### config.mk
export PLATFORM = sky130hd
export DESIGN_NAME = polaris_tluh_initiator
export DESIGN_NICKNAME = d
export VERILOG_FILES = /design/src/rtl/polaris_tluh_initiator.sv
export SDC_FILE = /design/constraint.sdc
export NUM_CORES = 1
export LEC_CHECK = 0
export ABC_AREA = 1
export BUFFER_PORTS_ARGS = -buffer_cell sky130_fd_sc_hd__buf_2
export CAP_MARGIN = 30
export CORE_MARGIN = 1
export CORE_UTILIZATION = 30
export CTS_CLUSTER_DIAMETER = 100
export CTS_CLUSTER_SIZE = 20
export DETAILED_ROUTE_END_ITERATION = 8
export GPL_ROUTABILITY_DRIVEN = 0
export SLEW_MARGIN = 40
export SYNTH_ARGS = -nofsm -noshare
export SYNTH_HDL_FRONTEND = slang
export SYNTH_SLANG_ARGS = --single-unit
### constraint.sdc
create_clock -name tlm_clk_i -period 11.7 [get_ports tlm_clk_i]
set_input_delay 2.34 -clock tlm_clk_i [delete_from_list [all_inputs] [get_ports tlm_clk_i]]
set_output_delay 2.34 -clock tlm_clk_i [all_outputs]
set_load 0.005 [all_outputs]
### src/rtl/polaris_tluh_initiator.sv
// polaris_tluh_initiator: single-outstanding TileLink-UH style initiator.
// A host request becomes one A beat to the slave. The matching D beat
// becomes one host response. If no D beat arrives within TIMEOUT cycles
// of A acceptance, a local timeout response is returned instead.
// Ports:
//   tlm_clk_i / tlm_rst_i        clock, async active-high reset
//   req_*                        host request (valid/ready, A fields)
//   rsp_*                        host response (valid/ready, data, status)
//   tluh_o / a_ready_i           A channel to slave
//   tluh_i / d_ready_o           D channel from slave
//   stale_o                      sticky: an unexpected D beat was dropped

package tluh;
  localparam int unsigned SRC_W = 8;

  typedef struct packed {
    logic             a_valid;
    logic [2:0]       a_opcode;
    logic [2:0]       a_param;
    logic [1:0]       a_size;
    logic [SRC_W-1:0] a_source;
    logic [31:0]      a_address;
    logic [3:0]       a_mask;
    logic [31:0]      a_data;
    logic             a_corrupt;
  } tluh_m2s;

  typedef struct packed {
    logic             d_valid;
    logic [2:0]       d_opcode;
    logic [1:0]       d_param;
    logic [1:0]       d_size;
    logic [SRC_W-1:0] d_source;
    logic             d_denied;
    logic [31:0]      d_data;
    logic             d_corrupt;
  } tluh_s2m;

  localparam logic [2:0] OP_ACCESS_ACK      = 3'd0;
  localparam logic [2:0] OP_ACCESS_ACK_DATA = 3'd1;
  localparam logic [2:0] OP_GET             = 3'd4;
endpackage

module polaris_tluh_initiator #(
  parameter int unsigned SOURCE_ID = 0,
  parameter int unsigned TL_RS     = 1,
  parameter int unsigned TIMEOUT   = 1023
) (
  input  logic           tlm_clk_i,
  input  logic           tlm_rst_i,
  input  logic           req_valid_i,
  output logic           req_ready_o,
  input  logic [2:0]     req_op_i,
  input  logic [2:0]     req_param_i,
  input  logic [1:0]     req_size_i,
  input  logic [31:0]    req_addr_i,
  input  logic [3:0]     req_mask_i,
  input  logic [31:0]    req_wdata_i,
  output logic           rsp_valid_o,
  input  logic           rsp_ready_i,
  output logic [31:0]    rsp_rdata_o,
  output logic           rsp_denied_o,
  output logic           rsp_corrupt_o,
  output logic           rsp_timeout_o,
  output tluh::tluh_m2s  tluh_o,
  input  tluh::tluh_s2m  tluh_i,
  input  logic           a_ready_i,
  output logic           d_ready_o,
  output logic           stale_o
);

  // Source ID truncated to the configured source-field width.
  localparam logic [tluh::SRC_W-1:0] SRC     = tluh::SRC_W'(SOURCE_ID % (2 ** TL_RS));
  localparam logic [15:0]            TO_LAST = 16'(TIMEOUT - 1);

  typedef enum logic [1:0] {S_IDLE, S_REQ, S_WAIT, S_RSP} state_t;

  state_t      state;
  state_t      state_nxt;
  logic [15:0] wait_cnt;
  logic        op_legal;
  logic        d_fire;
  logic        d_match;
  logic        timeout_hit;
  logic        unused_d;

  assign unused_d = ^{tluh_i.d_param, tluh_i.d_size};

  assign op_legal = (req_op_i <= tluh::OP_GET);
  assign d_fire   = tluh_i.d_valid & d_ready_o;
  assign d_match  = d_fire && (state == S_WAIT) && (tluh_i.d_source == SRC) &&
                    ((tluh_i.d_opcode == tluh::OP_ACCESS_ACK) ||
                     (tluh_i.d_opcode == tluh::OP_ACCESS_ACK_DATA));
  // A matching D beat in the final wait cycle takes priority over timeout.
  assign timeout_hit = (state == S_WAIT) && !d_match && (wait_cnt == TO_LAST);

  always_ff @(posedge tlm_clk_i or posedge tlm_rst_i) begin
    if (tlm_rst_i) begin
      state <= S_IDLE;
    end else begin
      state <= state_nxt;
    end
  end

  always_comb begin
    state_nxt   = state;
    req_ready_o = 1'b0;
    d_ready_o   = 1'b1;
    case (state)
      S_IDLE: begin
        req_ready_o = 1'b1;
        if (req_valid_i) begin
          state_nxt = op_legal ? S_REQ : S_RSP;
        end
      end
      S_REQ: begin
        if (a_ready_i) begin
          state_nxt = S_WAIT;
        end
      end
      S_WAIT: begin
        if (d_match || timeout_hit) begin
          state_nxt = S_RSP;
        end
      end
      S_RSP: begin
        d_ready_o = 1'b0;
        if (rsp_ready_i) begin
          state_nxt = S_IDLE;
        end
      end
      default: state_nxt = S_IDLE;
    endcase
  end

  always_ff @(posedge tlm_clk_i or posedge tlm_rst_i) begin
    if (tlm_rst_i) begin
      tluh_o        <= '0;
      wait_cnt      <= '0;
      rsp_valid_o   <= 1'b0;
      rsp_rdata_o   <= '0;
      rsp_denied_o  <= 1'b0;
      rsp_corrupt_o <= 1'b0;
      rsp_timeout_o <= 1'b0;
      stale_o       <= 1'b0;
    end else begin
      case (state)
        S_IDLE: begin
          if (req_valid_i && op_legal) begin
            tluh_o.a_valid   <= 1'b1;
            tluh_o.a_opcode  <= req_op_i;
            tluh_o.a_param   <= req_param_i;
            tluh_o.a_size    <= req_size_i;
            tluh_o.a_source  <= SRC;
            tluh_o.a_address <= req_addr_i;
            tluh_o.a_mask    <= req_mask_i;
            tluh_o.a_data    <= req_wdata_i;
            tluh_o.a_corrupt <= 1'b0;
          end else if (req_valid_i) begin
            rsp_valid_o   <= 1'b1;
            rsp_rdata_o   <= '0;
            rsp_denied_o  <= 1'b1;
            rsp_corrupt_o <= 1'b0;
            rsp_timeout_o <= 1'b0;
          end
        end
        S_REQ: begin
          if (a_ready_i) begin
            tluh_o.a_valid <= 1'b0;
            wait_cnt       <= '0;
          end
        end
        S_WAIT: begin
          if (d_match) begin
            rsp_valid_o   <= 1'b1;
            rsp_rdata_o   <= (tluh_i.d_opcode == tluh::OP_ACCESS_ACK_DATA) ? tluh_i.d_data : '0;
            rsp_denied_o  <= tluh_i.d_denied;
            rsp_corrupt_o <= tluh_i.d_corrupt;
            rsp_timeout_o <= 1'b0;
          end else if (timeout_hit) begin
            rsp_valid_o   <= 1'b1;
            rsp_rdata_o   <= '0;
            rsp_denied_o  <= 1'b1;
            rsp_corrupt_o <= 1'b0;
            rsp_timeout_o <= 1'b1;
          end else begin
            wait_cnt <= wait_cnt + 16'd1;
          end
        end
        S_RSP: begin
          if (rsp_ready_i) begin
            rsp_valid_o <= 1'b0;
          end
        end
        default: ;
      endcase
      if (d_fire && !d_match) begin
        stale_o <= 1'b1;
      end
    end
  end

endmodule
* Yosys cells after proc, flatten, opt, wreduce, memory -nomap -nowiden
Index checks and enable logic that the tools add are counted.
** Word-level totals
- Register bits :: 132
- Latch bits :: 0
- RAM bits :: 0
- Memory bits (read-only) :: 0
- Word-level logic and storage cells :: 91
- Memories kept :: 0
** Operators by class
- Add/subtract/negate cells :: 1
- $mul :: 0
- Divide/modulo/power cells :: 0
- $lt $le $gt $ge :: 1
- Eq/ne operators :: 14
- Shifts and indexed selects :: 0
- Multiplexer cells :: 36
- Bitwise operators :: 1
- Reduce and logical (&&, ||, !) cells :: 23
** Operators with widths (count)
- 32-bit 2-to-1 mux :: 5
- 86-bit 2-to-1 mux :: 1
- 32-bit one-hot mux with 2 select lines :: 1
- 16-bit 2-to-1 mux :: 3
- 16-bit one-hot mux with 2 select lines :: 1
- 16-bit by 1-bit adder with 16-bit output, second input constant :: 1
- 16-bit by 10-bit equality test with 1-bit output, second input constant :: 1
- 1-bit 2-to-1 mux :: 14
- 2-bit inequality test, second input constant :: 7
- 4-bit AND reduction :: 3
- 2-bit 2-to-1 mux :: 5
- 8-bit zero test :: 1
- 1-bit one-hot mux with 2 select lines :: 4
- 2-bit one-hot mux with 4 select lines :: 1
- 1-bit logical AND :: 7
- 2-bit nonzero test :: 3
- 5-bit AND reduction :: 1
- 2-bit equality test, second input constant :: 2
- 3-bit by 1-bit equality test with 1-bit output, second input constant :: 1
- 3-bit <= comparator, second input constant :: 1
- 3-bit zero test :: 1
- 3-bit inequality test, second input constant :: 1
- 1-bit one-hot mux with 3 select lines :: 1
- 3-bit AND reduction :: 1
- 8 further kinds :: 9

* Depth between registers and ports, before layout
- Depth after elaboration :: 12
- Mapped depth :: 11

* Least setup slack after synthesis
OpenSTA, ideal clock, no wires.
- Path kind :: input-to-reg
- Start point :: input port req_op_i[0]
- End point :: register tluh_o[10] (netlist bit)
- Library setup time :: 0.117 ns
- Data arrival time :: 3.315 ns
- Required time :: 11.583 ns
- Slack :: 8.268 ns
- Stages on the path :: 8
- Path buffers :: 2
- Cell sequence :: o21ai_1 -> nand2_1 -> nor2_1 -> inv_2 -> buf_2 -> clkbuf_1 -> nand2_1 -> nand2_1
** On the way
- Cells in the longest elaborated chain, start to end :: 3
** RTL lines
- start, declared :: line 53 : input logic [2:0] req_op_i,
- 3-bit <= comparator :: line 89 : assign op_legal = (req_op_i <= tluh::OP_GET);
- 1-bit logical AND :: line 149 : if (req_valid_i && op_legal) begin
- 2-bit AND reduction (no source line)
- end, declared :: line 65 : output tluh::tluh_m2s tluh_o,
Every way passes these cells.
A chain may end at the register's enable or synchronous reset.

* Worst setup path after layout
- Start point :: input port req_op_i[0]
- End point :: register tluh_o[40] (netlist bit)
Same word-level chain as after synthesis.

==> metrics <==
Site Rows=50; first-pass GRT wire length=24.0 mm; Post-Synth XOR/XNOR Area=~1.2%; synthesized area divided by synthesized cell count=8.11 um^2; HPWL Detailed=around 10 mm; pin count of the biggest net entering global routing=79; Post-Synthesis Cell Area=5800 um^2; DR pass1 iterations=4; largest area contributor in the synthesized netlist=sky130_fd_sc_hd__dfrtp_1; outcome=complete, no violations; arithmetic-cell share of the synthesized area counting full adders, half adders and majority gates=under 10%; number of nets in the layout=1087; antenna violations before repair=0; share of final-layout standard cells stronger than drive strength 1=30.5%; Cell Pwr Density=213 nW/um^2; number of buffers inserted for hold repair after clock tree synthesis=0; arrival time worst endpoint=around 4.4 ns; dominant combinational cell family by area after synthesis=simple AND/OR/NAND/NOR gates; maximum capacitance violations=0; ranking of synthesized cells by area=sky130_fd_sc_hd__dfrtp_1 (57%), sky130_fd_sc_hd__nand2_1 (24%), sky130_fd_sc_hd__o21ai_1 (3.4%); DRC Markers=0; vertical extent of the die=around 140 um; num ports=256; total wire length=14.9 mm; Final setup viols=0; post-synthesis mux area share=0%; number of non-filler instances in the completed layout=1222; number of cells traversed by the worst register-to-register path=9; Area growth, synth to finish=33.6%; number of cells in the design after placement=1191; number of endpoints with negative hold slack in the final report=0; die area=just under 20000 um^2; Rel. slew slack=54.4%; Sinks on Clock Net=132; required time of the critical path=11.99 ns; ant diodes=0; effective utilization at floorplan=30.8%; Root Driver=sky130_fd_sc_hd__clkbuf_16; Initial DRC Count=between 200 and 300; post-detailed-route wirelength per cell=12.2 um; final slew viol count=0; clock skew after layout=0.00913 ns; share of the synthesized area in the top cell type=a little under three fifths; yosys synthesis warning count=0; H-tree lvl count=4; share of the yosys chip area belonging to registers=57.0%; via total after detailed routing=5093; leakage power figure=0.00424 uW; maximum clock insertion buffer count=2; RSZ-0062 raised after global routing=no; post_cts resized=0; register bit total from synthesis=between 100 and 150; number of distinct standard cells referenced by the synthesized netlist=28; clock tree from TritonCTS=done; transition time at the pin with the least slew margin=0.684 ns; final sum of negative setup slack=0 ns; post-layout total power=~1600 uW; simple-gate portion of the synthesized area=29.7%; share of the clock period used by the worst path=34.6%; number of global-route vias before repair=4639; sum of overflow across all layers after global routing=0; path class of the lowest-slack min-delay path=flop to flop; detailed-route vias per instance=4.17; number of buffers created by CTS=17; later-pin clock latency in the skew report=slightly above 0.4 ns; Hold Crit Depth=2; type of origin of the critical path=input port; worst-case hold slack=0.463 ns; Die X-Extent=around 140 um; critical path endpoint category=flop; maximum VDD drop=0.0910 mV; Max Clk Rate=247 MHz; Post-CTS Setup Repair Bufs=0; core outline area=18800 um^2; kind of critical path=input port to flop; Crit Path Max Fanout=78; Buffers on Ports=between 200 and 250; Clk pin slew, worst setup/hold paths=0.06 ns; cell count after synthesis=715; Detail Route Antenna Nets=0; compound-cell area share of the yosys netlist=4.92%; total routing usage reported by global routing=between 15 and 20%; minimum period implied by the final worst setup slack=between 4 and 5 ns
flip-flops by register name, indices dropped and copies added, names as in the netlist:
name / flops
rsp_valid_o: 1
stale_o: 1
rsp_timeout_o: 1
tluh_o: 77
rsp_rdata_o: 32
rsp_denied_o: 1
state: 2
wait_cnt: 16
rsp_corrupt_o: 1
cells in the mapped netlist:
library cell and n:
sky130_fd_sc_hd__ha_1 6, sky130_fd_sc_hd__nand2_1 369, sky130_fd_sc_hd__nor2_1 51, sky130_fd_sc_hd__dfrtp_1 132
sky130_fd_sc_hd__o21ai_2 4, sky130_fd_sc_hd__o21bai_1 2, sky130_fd_sc_hd__nand3_1 12, sky130_fd_sc_hd__a21oi_1 3
sky130_fd_sc_hd__or2_2 1, sky130_fd_sc_hd__xor2_1 7, sky130_fd_sc_hd__buf_6 3, sky130_fd_sc_hd__buf_4 10
sky130_fd_sc_hd__clkbuf_1 15, sky130_fd_sc_hd__nand4_1 2, sky130_fd_sc_hd__nor4_1 1, sky130_fd_sc_hd__inv_1 29
sky130_fd_sc_hd__conb_1 1, sky130_fd_sc_hd__buf_2 10, sky130_fd_sc_hd__nand3_2 1, sky130_fd_sc_hd__and2_1 1
sky130_fd_sc_hd__inv_2 3, sky130_fd_sc_hd__nor3_1 2, sky130_fd_sc_hd__nor2_2 1, sky130_fd_sc_hd__o21ai_1 39
sky130_fd_sc_hd__o21ai_0 5, sky130_fd_sc_hd__nor2_4 1, sky130_fd_sc_hd__xnor2_1 1, sky130_fd_sc_hd__nand2_2 3
cell type report:
class | instances | area, um^2
fill | 1936 | 11100
sequential | 132 | 3300
multi-input combinational | 521 | 2200
timing repair buffer | 246 | 1250
clock buffer | 18 | 439
tap | 260 | 325
inverter | 32 | 125
clock inverter | 13 | 100
placed cells by master, fill, tap and decap left out, types with 5 or more instances in the layout:
master,count
sky130_fd_sc_hd__inv_1,28
sky130_fd_sc_hd__nand3_1,12
sky130_fd_sc_hd__o21ai_1,39
sky130_fd_sc_hd__clkbuf_16,17
sky130_fd_sc_hd__clkinvlp_4,5
sky130_fd_sc_hd__buf_2,242
sky130_fd_sc_hd__dfrtp_1,132
sky130_fd_sc_hd__nand2_1,369
sky130_fd_sc_hd__conb_1,9
sky130_fd_sc_hd__ha_1,6
sky130_fd_sc_hd__o21ai_0,5
sky130_fd_sc_hd__nor2_1,50
sky130_fd_sc_hd__xor2_1,7
sky130_fd_sc_hd__inv_6,6
stage by stage:
stage	utilization, %	worst slack [ns]	cell area (um^2)
final	41.1	7.65	7740
after floorplan	-	5.83	5830
after global placement	38.2	6.82	7190
after detailed placement	38.2	6.83	7200
after global routing	41.1	7.37	7740
after CTS	41.1	7.26	7740
critical path, cell delays in order:
cell and delay (ns):
sky130_fd_sc_hd__buf_2 0.10, sky130_fd_sc_hd__o21ai_1 0.21, sky130_fd_sc_hd__nand2_1 0.16, sky130_fd_sc_hd__nor2_4 0.11, sky130_fd_sc_hd__buf_6 0.44, sky130_fd_sc_hd__inv_2 0.34, sky130_fd_sc_hd__buf_4 0.41, sky130_fd_sc_hd__nand2_1 0.12
sky130_fd_sc_hd__nand2_1 0.07
cells by family after synthesis:
logic type	count (synthesis)
xor+xnor	8
flops	132
compound gates	53
buf+inv	70
other cells	1
simple gates	445
fa+ha+maj	6
worst paths after layout:
check,endpoint,slack [ns],startpoint
max in group asynchronous,tluh_o[7],8.65,tlm_rst_i
min in group asynchronous,tluh_o[8],2.00,tlm_rst_i
max,tluh_o[40],7.65,req_op_i[0]
min,tluh_o[78],0.46,tluh_o[78]
min reg2reg,tluh_o[78],0.46,tluh_o[78]
max reg2reg,tluh_o[40],9.12,state[0]
routing by layer:
| layer | global-route usage, % | vias up | routed length [um] |
|---|---|---|---|
| li1 | - | 2643 | - |
| met1 | 19.7 | 2280 | 6890 |
| met2 | 24.6 | 156 | 6980 |
| met3 | 4.72 | 14 | 855 |
| met4 | 4.69 | 0 | 171 |
| met5 | 0 | - | 0 |
where the power goes:
group | switching, uW | total, uW | internal (uW)
sequential | 68.2 | 656 | 588
clock | 209 | 487 | 278
combinational | 318 | 505 | 188
(Power assumes the default switching activity.)
